<file path="src/rtl/process_element_mul_arbiter.sv">
// Round-robin front end for one shared pipelined signed x unsigned multiplier.
// Tracks requester IDs alongside the multiplier pipeline and presents products on one backpressured channel.
module process_element_mul_arbiter #(
  parameter int NUM_REQ = 4,
  parameter int A_WIDTH = 7,
  parameter int B_WIDTH = 15,
  parameter int P_WIDTH = A_WIDTH + B_WIDTH,
  parameter int LATENCY = 3,
  parameter int ID_W    = (NUM_REQ > 1) ? $clog2(NUM_REQ) : 1
) (
  input  logic                         clk,
  input  logic                         reset,
  input  logic [NUM_REQ-1:0]           req_valid,
  output logic [NUM_REQ-1:0]           req_ready,
  input  logic [NUM_REQ*A_WIDTH-1:0]   req_a,
  input  logic [NUM_REQ*B_WIDTH-1:0]   req_b,
  output logic                         mul_ce,
  output logic [A_WIDTH-1:0]           mul_din0,
  output logic [B_WIDTH-1:0]           mul_din1,
  input  logic [P_WIDTH-1:0]           mul_dout,
  output logic                         res_valid,
  input  logic                         res_ready,
  output logic [ID_W-1:0]              res_id,
  output logic [P_WIDTH-1:0]           res_p,
  output logic                         busy
);

  logic [LATENCY-1:0] vld_pipe;
  logic [ID_W-1:0]    id_pipe [LATENCY];
  logic [ID_W-1:0]    rr_ptr;

  logic               stall;
  logic               grant_valid;
  logic [ID_W-1:0]    grant_id;

  // The whole pipeline (ours and the multiplier's) freezes while the head result waits.
  assign stall  = vld_pipe[LATENCY-1] & ~res_ready;
  assign mul_ce = ~reset & ~stall;

  // NOTE: every variable assigned in this always_comb gets a default first, so no latch is inferred.
  always_comb begin
    int idx;
    grant_valid = 1'b0;
    grant_id    = rr_ptr;
    req_ready   = '0;
    for (int k = 0; k < NUM_REQ; k++) begin
      idx = int'(rr_ptr) + k;
      if (idx >= NUM_REQ) idx = idx - NUM_REQ;
      if (mul_ce && !grant_valid && req_valid[idx]) begin
        grant_valid = 1'b1;
        grant_id    = idx[ID_W-1:0];
      end
    end
    if (grant_valid) req_ready[grant_id] = 1'b1;
  end

  // With no grant grant_id equals rr_ptr; the operands then ride an invalid stage.
  assign mul_din0 = req_a[int'(grant_id)*A_WIDTH +: A_WIDTH];
  assign mul_din1 = req_b[int'(grant_id)*B_WIDTH +: B_WIDTH];

  // NOTE: state registers use non-blocking assignments so every stage samples pre-edge values.
  always_ff @(posedge clk) begin
    if (reset) begin
      vld_pipe <= '0;
      rr_ptr   <= '0;
      // NOTE: id_pipe is a small register array, not RAM, so clearing it on reset costs nothing special.
      for (int i = 0; i < LATENCY; i++) id_pipe[i] <= '0;
    end else if (mul_ce) begin
      for (int i = LATENCY - 1; i > 0; i--) begin
        vld_pipe[i] <= vld_pipe[i-1];
        id_pipe[i]  <= id_pipe[i-1];
      end
      vld_pipe[0] <= grant_valid;
      id_pipe[0]  <= grant_id;
      if (grant_valid) begin
        if (grant_id == ID_W'(NUM_REQ - 1)) rr_ptr <= '0;
        else                                rr_ptr <= grant_id + 1'b1;
      end
    end
  end

  assign res_valid = vld_pipe[LATENCY-1];
  assign res_id    = id_pipe[LATENCY-1];
  assign res_p     = mul_dout;
  assign busy      = |vld_pipe;

endmodule

</file>
<file path="config.mk">
export PLATFORM = sky130hd
export DESIGN_NAME = process_element_mul_arbiter
export DESIGN_NICKNAME = d
export VERILOG_FILES = /design/src/rtl/process_element_mul_arbiter.sv
export SDC_FILE = /design/constraint.sdc
export NUM_CORES = 1
export LEC_CHECK = 0
export ABC_AREA = 1
export BUFFER_PORTS_ARGS = -buffer_cell sky130_fd_sc_hd__buf_2
export CORE_MARGIN = 1.5
export CORE_UTILIZATION = 41
export DETAILED_ROUTE_END_ITERATION = 7
export HOLD_SLACK_MARGIN = 0.15
export PLACE_DENSITY = 0.95
export SKIP_LAST_GASP = 1
export SLEW_MARGIN = 20
export SYNTH_ARGS = -nofsm -noshare
export SYNTH_HDL_FRONTEND = slang
export SYNTH_SLANG_ARGS = --single-unit
</file>
<file path="constraint.sdc">
create_clock -name clk -period 6.3 [get_ports clk]
set_input_delay 1.26 -clock clk [delete_from_list [all_inputs] [get_ports clk]]
set_output_delay 1.26 -clock clk [all_outputs]
set_load 0.1 [all_outputs]
</file>
==> results.yml <==
status:
  outcome: "finished, final reports clean"
synthesis:
  syn_avg_cell_area_sq_um: 5.20
  synthArstFlopShare_pct: 0
  mappedNetlistArea_sq_um: 1890
  yosys_warnings: 0
  ys_dominant_reg_cell: "edfxtp_1"
  top_cell_type_s_share_of_synthesized_area_pct: 40.4
  postSynthCellCount: 364
  postSynthNetCount: 482
  synth_sequential_area_ratio_pct: 14.8
  synth.largest_area_cell: "nand2_1"
  yosys-top-cells-count: "204 x nand2_1, 52 x nand3_1, 25 x buf_4"
  yosys.cell_count.top_type: "nand2_1"
  netlist-cell-type-count: 22
  number_of_synthesized_flops_with_an_enable_pin: 6
  synthTopCellsByArea: "nand2_1 40%, nand3_1 14%, buf_4 9.9%"
  ys_seq_elements: 11
global_route:
  antenna_violations_before_repair: 0
  grt-ovfl-total: 0
  first_global_vias: 2267
  track_usage_pct: 22.0
  grt_first_pass_wirelength_mm: 9.31
  grt_start_max_net_pins: 50
critical_path:
  critical_path.max_fanout: 49
  critical-path-max-stage-delay_ps: 600
  critPathTopFamily: "simple AND/OR/NAND/NOR gates"
  start_kind: "input pin"
  timing.rr.start: "rr_ptr[0]"
  worst-endpoint-arrival_ps: 3900
  timing.critical_path.mode_cell: "inv_1"
  worst-setup-path-type: "in -> out"
  critPathCaptureType: "output port"
  sum_of_buffers_and_inverters_on_the_critical_path: 6
  cp-startpoint: "res_ready"
  cell_breakdown_of_the_critical_path: "buf_2 -> inv_1 -> nand2_1 -> nand2_2 -> inv_2 -> nand3_2 -> nand3_4 -> nand2_4 -> nand2_2 -> inv_1 -> ha_1 -> nand2_1 -> inv_1 -> buf_2"
  crit_path_top_delay_cell: "nand2_2"
  path_depth: 14
  reg2regPathDepth: 13
  worst_ep_required_time_ps: 5040
timing:
  final_min_period_over_clock_period_pct: 81.9
  final.setup_skew_ps: 1.47
  slew_viol_final: 0
  final_setup_violation_count: 0
  worst_slew_pin_slew_ps: 901
  timing.setup.tns_ps: 0
  timing.final.crit_period_ps: 5160
  final.setup.worst_slack_ps: 1140
  max_clock_freq_ghz: 0.194
  timing.final.hold_violations: 0
  setup_repair_after_global_routing_missed_its_margin: "no"
  worst_slew_margin_rel_pct: 39.8
finish:
  final_net_count: 571
  fill_cells: 461
  diodes: 0
  drive_gt1_share_pct: 31.6
  syn_to_final_growth_pct: 24.2
clocking:
  cts_setup_buffers: 0
  buffer_depth_of_the_longest_clock_path: 2
  cts_tree: "done"
  holdBufCountCts: 0
  clock_insertion_delay_worst_skew_ps: 240
  cts-root-buf: "clkbuf_8"
  clock_sinks: 11
  htree_levels: 1
  cts.clk_slew.worst_paths_ps: 50
  post_cts.resized_instances: 0
  cts_made_buffers: 3
detailed_routing:
  via_count: 2494
  met3RoutedLength_um: 392
  routed_wirelength_mm: 5.62
  route.detailed.drc: 0
  ant_nets: 0
  detailroute.wirelength.met2_mm: 2.76
  drt_iter0_drc: 178
  wire_length_per_cell_after_detailed_routing_um: 11.2
  dr.max_layer_used: "met4"
  met1Wirelength_mm: 2.37
  viasPerCell: 4.95
  router_iterations_before_antenna_repair: 4
placed_design:
  place.gp.congestion: 0.852
  dp_slack_ps: 1140
  detailed_place_hpwl_mm: 4.29
  numPortBuffers: 125
min_path:
  number_of_cells_traversed_by_the_worst_hold_path: 2
  worst_hold_startpoint: "vld_pipe[1]"
  worst_hold_path_type: "reg -> reg"
floorplan:
  die-area_sq_um: 5030
  die_height_um: 71.0
  rows: 24
  floorplan.die.width_um: 71.0
  initial_core_util_pct: 43.2
  design.portCount: 170
  fp.coreArea_sq_um: 4380
run:
  max_cap_violations: 0
## area by class of cell
class                           count  area (sq um)  area share, %
Clock buffer                        4          45.0           1.92
Inverter                           24          90.1           3.83
Multi-Input combinational cell    287          1240           52.6
Sequential cell                    11           280           11.9
Tap cell                           52          65.1           2.77
Timing Repair Buffer              126           633           26.9
## layout by cell type (no fill, tap or decap)
master / n
nand4_1: 2
nor2_4: 1
o22ai_1: 1
buf_4: 1
nor3_1: 1
edfxtp_1: 6
o21ai_0: 3
nand3_4: 1
buf_2: 125
nand3_2: 1
nand2_4: 2
ha_1: 1
nor2_1: 10
inv_2: 4
nand2_2: 4
inv_1: 20
a21oi_1: 3
nand3_1: 52
clkbuf_8: 3
nand2_1: 204
clkbuf_1: 1
nand4_4: 1
dfxtp_1: 5
## kinds of logic after synthesis
kind of cell               after synthesis  synth area share [%]
and+or+nand+nor                        279                  62.8
buffers and inverters                   66                  19.8
DFF                                     11                  14.8
AOI/OAI and AO/OA                        7                  1.92
adders and majority gates                1                 0.661
## flip-flops by register name (all words and copies together), names as in the netlist
name / cells
id_pipe: 6
vld_pipe: 3
rr_ptr: 2
## path summary, 6_finish.rpt
path                       end  slack, ps
setup / recovery  req_ready[3]       1140
hold / removal     vld_pipe[2]        490
setup reg to reg     rr_ptr[1]       3140
hold reg to reg    vld_pipe[2]        490
## worst reg2reg max path, cell delays in order (launching register included)
cell and delay [ps]:
dfxtp_1 620, inv_2 180, nand2_1 120, nand2_2 90, nand2_1 70, nand2_1 90, nor2_4 170, nand3_4 120
nand2_4 350, nand2_2 600, inv_1 190, ha_1 250, o21ai_0 160, a21oi_1 50
## metal layers
metal	global-route usage, %	up-vias
met3	2.14	15
met4	7.76	0
li1	-	1280
met5	0	-
met1	26.8	1088
met2	40.0	111
## per-stage QoR
stage / cells / hold WS (ps) / util (%) / cell area (sq um)
after global routing: 504 / 526 / 53.6 / 2350
final: 504 / 485 / 53.6 / 2350
after CTS: 504 / 489 / 53.6 / 2350
after floorplan: 364 / 444 / - / 1890
after detailed placement: 500 / 482 / 52.6 / 2310
after global placement: 500 / 474 / 52.6 / 2310
Power is left out: the tool's default activity adds up to more than one toggle a clock period on the data nets, which glitch-free logic cannot reach.
